`config.mk`:
```
export PLATFORM = sky130hd
export DESIGN_NAME = boot_loader
export DESIGN_NICKNAME = d
export VERILOG_FILES = /design/src/rtl/boot_pkg.sv /design/src/rtl/word_assembler.sv /design/src/rtl/boot_loader.sv
export SDC_FILE = /design/constraint.sdc
export NUM_CORES = 1
export LEC_CHECK = 0
export CAP_MARGIN = 20
export CORE_ASPECT_RATIO = 1.2
export CORE_MARGIN = 2
export CORE_UTILIZATION = 53
export CTS_CLUSTER_DIAMETER = 40
export DETAILED_ROUTE_END_ITERATION = 8
export PLACE_DENSITY = 0.9
export SLEW_MARGIN = 20
export SYNTH_ARGS = -nofsm -noshare
export SYNTH_HDL_FRONTEND = slang
export SYNTH_SLANG_ARGS = --single-unit
```
`constraint.sdc`:
```
create_clock -name clk -period 2.2 [get_ports clk]
set_input_delay 0.44 -clock clk [delete_from_list [all_inputs] [get_ports clk]]
set_output_delay 0.44 -clock clk [all_outputs]
set_load 0.01 [all_outputs]
```
`src/rtl/boot_pkg.sv`:
```
// Shared types and constants for the boot loader.
package boot_pkg;

  // Loader sequencing states.
  typedef enum logic [2:0] {
    HDR   = 3'd0,
    DATA  = 3'd1,
    WRITE = 3'd2,
    CSUM  = 3'd3,
    DONE  = 3'd4,
    ERR   = 3'd5
  } boot_state_t;

  // The header and every payload word are both four bytes long. That is why
  // a single assembler, with its 2-bit wrapping counter, can frame both.
  localparam int HDR_BYTES  = 4;
  localparam int WORD_BYTES = 4;

endpackage

```
`src/rtl/word_assembler.sv`:
```
// Little-endian byte-to-word shifter with a wrapping 2-bit byte counter.
// word_out is the word as it stands once the byte on byte_in is included.
// It is therefore the complete word in the cycle that word_full is high.
module word_assembler
  import boot_pkg::*;
(
  input  logic        clk,
  input  logic        clear,
  input  logic        load,
  input  logic [7:0]  byte_in,
  output logic [31:0] word_out,
  output logic        word_full
);

  logic [31:0] shift_q;
  logic [1:0]  cnt_q;

  // Newest byte enters at the top, so the first byte received ends up in bits [7:0].
  assign word_out  = {byte_in, shift_q[31:8]};
  assign word_full = load && (cnt_q == 2'(WORD_BYTES - 1));

  // Shift in one byte per load; the counter wraps 3->0 at each word boundary.
  always_ff @(posedge clk) begin
    if (clear) begin
      shift_q <= '0;
      cnt_q   <= '0;
    end else if (load) begin
      shift_q <= word_out;
      cnt_q   <= cnt_q + 2'd1;
    end
  end

endmodule

```
`src/rtl/boot_loader.sv`:
```
// Byte-stream program loader. It frames a header/payload/checksum image,
// writes the payload words into core memory, and releases the core from reset
// only after a verified load.
module boot_loader
  import boot_pkg::*;
#(
  parameter logic [31:0] BASE_ADDR = 32'h0000_0000,
  parameter int          MAX_WORDS = 256
) (
  input  logic        clk,
  input  logic        reset_n,
  input  logic        rx_valid,
  input  logic [7:0]  rx_data,
  output logic        rx_ready,
  output logic        mem_write,
  output logic [31:0] mem_address,
  output logic [31:0] mem_write_data,
  output logic        core_reset_n,
  output logic        done,
  output logic        error
);

  localparam int IDX_W = $clog2(MAX_WORDS + 1);

  boot_state_t      state, state_next;
  logic [IDX_W-1:0] word_idx;
  logic [IDX_W-1:0] word_cnt;
  logic [7:0]       sum;

  logic             take;
  logic             asm_load;
  logic [31:0]      asm_word;
  logic             asm_full;
  logic             hdr_bad;
  logic             last_word;

  // Ready is a pure state decode. It is gated by reset_n so that no byte can
  // be taken on an edge that is resetting the loader.
  assign rx_ready = reset_n && ((state == HDR) || (state == DATA) || (state == CSUM));
  assign take     = rx_valid && rx_ready;
  assign asm_load = take && ((state == HDR) || (state == DATA));

  // The count check uses all 32 header bits, so a count with upper bits set is rejected.
  assign hdr_bad   = (asm_word == 32'd0) || (asm_word > 32'(MAX_WORDS));
  assign last_word = (IDX_W'(word_idx + 1'b1) == word_cnt);

  word_assembler u_asm (
    .clk       (clk),
    .clear     (!reset_n),
    .load      (asm_load),
    .byte_in   (rx_data),
    .word_out  (asm_word),
    .word_full (asm_full)
  );

  // State register.
  always_ff @(posedge clk) begin
    if (!reset_n) begin
      state <= HDR;
    end else begin
      state <= state_next;
    end
  end

  // Next-state decode.
  always_comb begin
    state_next = state;
    case (state)
      HDR: begin
        if (asm_full) begin
          state_next = hdr_bad ? ERR : DATA;
        end
      end
      DATA: begin
        if (asm_full) begin
          state_next = WRITE;
        end
      end
      WRITE: begin
        state_next = last_word ? CSUM : DATA;
      end
      CSUM: begin
        if (take) begin
          state_next = (rx_data == sum) ? DONE : ERR;
        end
      end
      DONE:    state_next = DONE;
      ERR:     state_next = ERR;
      default: state_next = ERR;
    endcase
  end

  // Word count latch, word index and running payload checksum.
  always_ff @(posedge clk) begin
    if (!reset_n) begin
      word_cnt <= '0;
      word_idx <= '0;
      sum      <= '0;
    end else begin
      if ((state == HDR) && asm_full && !hdr_bad) begin
        word_cnt <= asm_word[IDX_W-1:0];
      end
      if ((state == DATA) && take) begin
        sum <= sum + rx_data;
      end
      if (state == WRITE) begin
        word_idx <= word_idx + 1'b1;
      end
    end
  end

  // Memory write port. The outputs are registered on the edge that completes a
  // word, so the strobe is high for the WRITE cycle and address/data hold after it.
  always_ff @(posedge clk) begin
    if (!reset_n) begin
      mem_write      <= 1'b0;
      mem_address    <= BASE_ADDR;
      mem_write_data <= '0;
    end else begin
      mem_write <= (state == DATA) && asm_full;
      if ((state == DATA) && asm_full) begin
        mem_address    <= BASE_ADDR + 32'({word_idx, 2'b00});
        mem_write_data <= asm_word;
      end
    end
  end

  // Status outputs are flops fed from the next state, so they change cleanly
  // on the edge that enters DONE or ERR.
  always_ff @(posedge clk) begin
    if (!reset_n) begin
      core_reset_n <= 1'b0;
      done         <= 1'b0;
      error        <= 1'b0;
    end else begin
      core_reset_n <= (state_next == DONE);
      done         <= (state_next == DONE);
      error        <= (state_next == ERR);
    end
  end

endmodule

```
=== Yosys cells after proc, flatten, opt, wreduce, memory -nomap -nowiden ===
Index checks and enable logic that the tools add are counted.

* Bits in registers: 107
* Input port bits: 11
* Output and inout port bits: 69
* Logic and storage cells: 45

* Add/subtract/negate cells: 3
* Magnitude comparators: 1
* Equal/unequal tests: 9
* Mux-type cells: 7
* Reductions and logical operators: 14

{| class="wikitable"
|+ Operators with widths
! kind !! number
|-
| $gt 32x9->1 const B || 1
|-
| $logic_not 32->1 || 1
|-
| $pmux 3 s5 || 1
|-
| $mux 3 || 4
|-
| $add 9x1->9 const B || 1
|-
| $eq 3x3->1 const B || 3
|-
| $eq 9x9->1 || 1
|-
| $add 8x8->8 || 1
|-
| $eq 8x8->1 || 1
|-
| $logic_and 1x1->1 || 8
|-
| $eq 3x2->1 const B || 2
|-
| $eq 3x1->1 const B || 1
|-
| $logic_not 3->1 || 1
|-
| $logic_or 1x1->1 || 3
|-
| $add 2x1->2 const B || 1
|-
| $eq 2x2->1 const B || 1
|-
| $mux 2 || 1
|-
| $logic_not 1->1 || 1
|-
| $mux 1 || 1
|}

=== Longest topological paths before layout ===
Gate-level depths: netlist (run 1).

* Depth in word-level cells: 10
* Mapped depth: 9
* Depth with buffers taken out: 8

=== By module ===
A second synthesis (run 1) with hierarchy kept.

* Cells, all modules: 544
* Area total of the unflattened synthesis: 4619.4 µm²

{| class="wikitable"
|+ Modules (own cells, without submodules)
! module !! instances !! cells each !! area an instance (µm²) !! seq. area each (µm²)
|-
| boot_loader || 1 || 450 || 3595.9 || 1461.4
|-
| word_assembler || 1 || 94 || 1023.5 || 520.5
|}

=== Least setup slack after synthesis (run 1) ===
OpenSTA, ideal clock, no wires.

* Path type: input port to flip-flop
* Start point: input port rx_data[1]
* End point: register error
* Library setup time: 130 ps
* Data arrival time: 1725 ps
* Data required time: 2070 ps
* Slack: 344 ps
* Stages on the path: 6
* Buffers on the path: 1
* Cells stage by stage: nor4_1 > nand4_1 > or4_1 > buf_6 > a21oi_4 > nor3b_1

* Longest elaborated chain between the ends: 6
* Elaborated cells between the ends (all ways): 10
* Those cells by class: order compare (1); eq/ne (2); mux (5); reduce/logical (2)

{| class="wikitable"
|+ Ends and longest elaborated chain
! what !! RTL line !! RTL
|-
| start, declared || boot_loader.sv:13 || <nowiki>input logic [7:0] rx_data,</nowiki>
|-
| $gt 32x9->1 / $logic_not 32->1 (equally long branches) || boot_loader.sv:44 || <nowiki>assign hdr_bad = (asm_word == 32'd0) || (asm_word > 32'(MAX_WORDS));</nowiki>
|-
| $logic_or 1x1->1 || boot_loader.sv:44 ||
|-
| $mux 3 || boot_loader.sv:71 || <nowiki>state_next = hdr_bad ? ERR : DATA;</nowiki>
|-
| $mux 3 || boot_loader.sv:70 || <nowiki>if (asm_full) begin</nowiki>
|-
| $pmux 3 s5 (*) || boot_loader.sv:68 || <nowiki>case (state)</nowiki>
|-
| $eq 3x3->1 (*) || boot_loader.sv:138 || <nowiki>error <= (state_next == ERR);</nowiki>
|-
| end signal, assigned || boot_loader.sv:138 ||
|-
| end, declared || boot_loader.sv:20 || <nowiki>output logic error</nowiki>
|}

Every way passes the cells marked *; elsewhere a longest branch is shown, timed or not.
A chain may end at the register's enable or synchronous reset.

=== Worst setup path in the final report (run 1) ===
* Start point: input port rx_data[3]
* End point: register word_cnt[7]

* Longest elaborated chain between the ends: 4
* Elaborated cells between the ends (all ways): 5
* Those cells by class: order compare (1); reduce/logical (4)

{| class="wikitable"
|+ Ends and longest elaborated chain
! what !! RTL line !! RTL
|-
| $gt 32x9->1 / $logic_not 32->1 (equally long branches) || boot_loader.sv:44 ||
|-
| $logic_or 1x1->1 (*) || boot_loader.sv:44 ||
|-
| $logic_not 1->1 (*) || boot_loader.sv:100 || <nowiki>if ((state == HDR) && asm_full && !hdr_bad) begin</nowiki>
|-
| $logic_and 1x1->1 (*) || boot_loader.sv:100 ||
|-
| end signal, assigned || boot_loader.sv:101 || <nowiki>word_cnt <= asm_word[IDX_W-1:0];</nowiki>
|-
| end, declared || boot_loader.sv:27 || <nowiki>logic [IDX_W-1:0] word_cnt;</nowiki>
|}

Marks and branches as above.

==> summary.md, run 1 <==
| Metric | Value |
|---|---|
| Drt total wl | `11.0 mm` |
| Pleak | `1.93 nW` |
| # diodes | `0` |
| FMAX | `472 MHz` |
| I/O pin total | `80` |
| # fillers | `660` |
| Post-Layout Cell Count | `747` |
| Fraction of registers with async set/reset | `0%` |
| Via Count | `4038` |
| Routed met3 length | `549 um` |
| Initial Utilization | `54.9%` |
| Drt drc | `0` |
| Ranking of synthesized cells by area | `dfxtp_1, nand2_1, a21oi_1, buf_4, xnor2_1` |
| Largest area contributor in the synthesized netlist | `dfxtp_1` |
| H-tree levels | `3` |
| Adder-cell share of the synthesized area | `2.95%` |
| Critical Path Source Type | `input port` |
| RSZ-0062 raised after global routing | `no` |
| Slew @ Worst Pin | `641 ps` |
| Status | `completed` |
| Netlist cell types | `55` |
| Hold_buf cts | `0` |
| Drt first pass iters | `5` |
| CTS tree | `done` |
| Layout cells sized above 1 | `11.1%` |
| WL met1 | `4.38 mm` |
| GRT Total Usage | `24.3%` |
| Worst Path Required | `2460 ps` |
| Gpl congestion | `0.886` |
| Antenna Nets Post-Route | `0` |
| Synthesized area per cell | `8.05 um^2` |
| WL/cell | `14.7 um` |
| Hold Fails Final Rpt | `0` |
| Skew final | `13.3 ps` |
| Period utilization | `96.3%` |
| Compound-Gate Fraction of Synth Area | `14.4%` |
| DRT iter0 DRCs | `199` |
| Layout area overhead | `22.1%` |
| Reg clk slew, reported paths | `100 ps` |
| Post-synth EDFFs | `0` |
| Crit path kind | `input port to flip-flop` |
| Most frequent cell after synthesis | `nand2_1` |
| Worst slack, placed | `-414 ps` |
| Pwr per Cell Area | `572 nW/um^2` |
| CTS Root Cell | `clkbuf_8` |
| Crit-path max FO | `10` |
| Post-synthesis register bit count | `99` |
| Final worst path period need | `2120 ps` |
| Die height | `105 um` |
| Final setup viols | `0` |
| Remaining Overflow, GRT | `0` |
| Worst vdd ir | `418 uV` |
| Pin count of the biggest net entering global routing | `72` |
| Final instance area | `5500 um^2` |
| Most frequent cells after synthesis | `nand2_1, dfxtp_1, a21oi_1` |
| Die ar. | `9250 um^2` |
| Nets | `649` |
| Clk_lat worst skew | `380 ps` |
| Area share of the largest cell type after synthesis | `44.0%` |
| CTS Buffer Depth | `2` |
| Yosys warnings | `0` |
| Most used DFF post-synth | `dfxtp_1` |
| # Max-Cap Violations | `0` |
| Post-synthesis cell count | `559` |
| Slew HR | `56.2%` |
| IO Port Bufs | `56` |
| Hpwl dp | `7.77 mm` |
| Post-Synth XOR/XNOR Area | `4.67%` |
| Initial antenna violation count | `0` |
| Inst Count DP | `731` |
| First-pass GRT wire length | `18.0 mm` |
| Nature of the critical path endpoint | `flip-flop` |
| Clock Sinks | `99` |
| Final setup margin | `81.7 ps` |
| Post-DP Area | `5270 um^2` |
| Vias in the first global route | `3955` |
| Largest family of logic cells by synthesized area | `simple AND/OR/NAND/NOR gates` |
| WP data arrival | `2370 ps` |
| Num rows | `36` |
| Worst hold path type | `input port to flip-flop` |
| Total CTS buffers | `9` |
| Core Box Area | `8200 um^2` |
| Die X-Extent | `88.1 um` |
| Seq/Total Area, Yosys | `44.0%` |
| Post-synthesis mux area share | `0.445%` |
| Final Max Tran Viols | `0` |
| Via-per-instance ratio | `5.41` |
| Wire length on met2 | `5.79 mm` |
| Post-synthesis simple-gate area fraction | `25.1%` |
| Top Metal Used | `met4` |
| Mapped cell area | `4500 um^2` |
kinds of logic (layout without fill, tap and decap cells):
logic type	after synthesis	count (layout)
XOR/XNOR	24	24
multiplexers	2	2
other	1	23
adder cells (fa/ha/maj)	10	10
AO/OA/AOI/OAI	116	116
AND/OR/NAND/NOR	240	240
flip-flops	99	99
buffers and inverters	67	119
cell type report:
cell class / instances / area (um^2) / area share (%)
clock buffers: 9 / 124 / 2.25
clock inverters: 7 / 70.1 / 1.27
inverters: 9 / 33.8 / 0.614
multi-input cells: 415 / 2260 / 41.1
flip-flops and latches: 99 / 1980 / 36.0
well taps: 114 / 143 / 2.59
repair buffers: 94 / 887 / 16.1
layer usage:
metal / GRT usage (%) / up-vias
met4: 9.63 / 0
met2: 43.4 / 135
met5: 0 / -
met3: 4.34 / 28
met1: 28.1 / 1892
li1: - / 1983
placed cells by master (no fill, tap or decap), drive strengths merged, types with 10 or more instances in the layout:
cell / n
nand2: 149
dfxtp: 99
a21oi: 83
clkdlybuf4s50: 53
buf: 38
conb: 23
nand3: 21
xnor2: 17
nor2: 17
o21ai: 13
inv: 13
nor4: 10
worst max-delay path, stage by stage:
cell and delay (ps):
clkdlybuf4s50_1 490, nor4_2 290, nand4_1 180, or4_1 520, buf_4 200, o21ai_1 160, a21oi_1 90
where the power goes:
part | internal [mW] | leakage [nW] | total (mW) | switching (mW)
clock network | 0.445 | 0.101 | 1.14 | 0.699
logic | 0.0680 | 1.03 | 0.186 | 0.118
registers | 1.80 | 0.798 | 1.82 | 0.0137
registers in the layout, indices dropped and copies added, names as in the netlist:
| name | count |
|---|---|
| error | 1 |
| sum | 8 |
| u_asm.cnt_q | 2 |
| mem_address | 9 |
| word_idx | 9 |
| mem_write | 1 |
| mem_write_data | 32 |
| word_cnt | 9 |
| state | 3 |
| u_asm.shift_q | 24 |
| done | 1 |
what timing repair did:
action / in CTS / in global routing
pin swaps: 0 / 3
gates resized for setup: 4 / 7
setup endpoints to repair: 6 / 15
setup buffers: 0 / 0
final timing paths:
check | slack (ps) | to | startpoint | cells after the start
worst max-delay path | 80 | word_cnt[7]$_SDFFE_PN0P_ | rx_data[3] | 7
worst min-delay path | 410 | mem_write_data[25]$_SDFFE_PN0P_ | rx_data[1] | 3
worst max register to register | 110 | state[1]$_SDFF_PN0_ | word_idx[1]$_SDFFE_PN0P_ | 6
worst min register to register | 460 | mem_write_data[9]$_SDFFE_PN0P_ | mem_write_data[9]$_SDFFE_PN0P_ | 2
through the flow:
step	power [mW]	setup TNS, ps	hold WS, ps	util (%)
CTS	3.15	0	463	66.7
floorplan	1.99	0	436	-
detailed placement	2.04	-6430	448	64.3
global placement	2.03	-3630	440	64.3
global route	3.25	0	447	67.1
finish	3.15	0	414	67.1
No activity file was read; power rests on OpenSTA's default activity.
==> run 2, diff against run 1 <==
--- a/config.mk
+++ b/config.mk
@@ -5,7 +5,6 @@
 export SDC_FILE = /design/constraint.sdc
 export NUM_CORES = 1
 export LEC_CHECK = 0
-export CAP_MARGIN = 20
 export CORE_ASPECT_RATIO = 1.2
 export CORE_MARGIN = 2
 export CORE_UTILIZATION = 53
==> results of run 2 <==
Same layout as run 1: the final DEF is identical, and so are final timing and power.
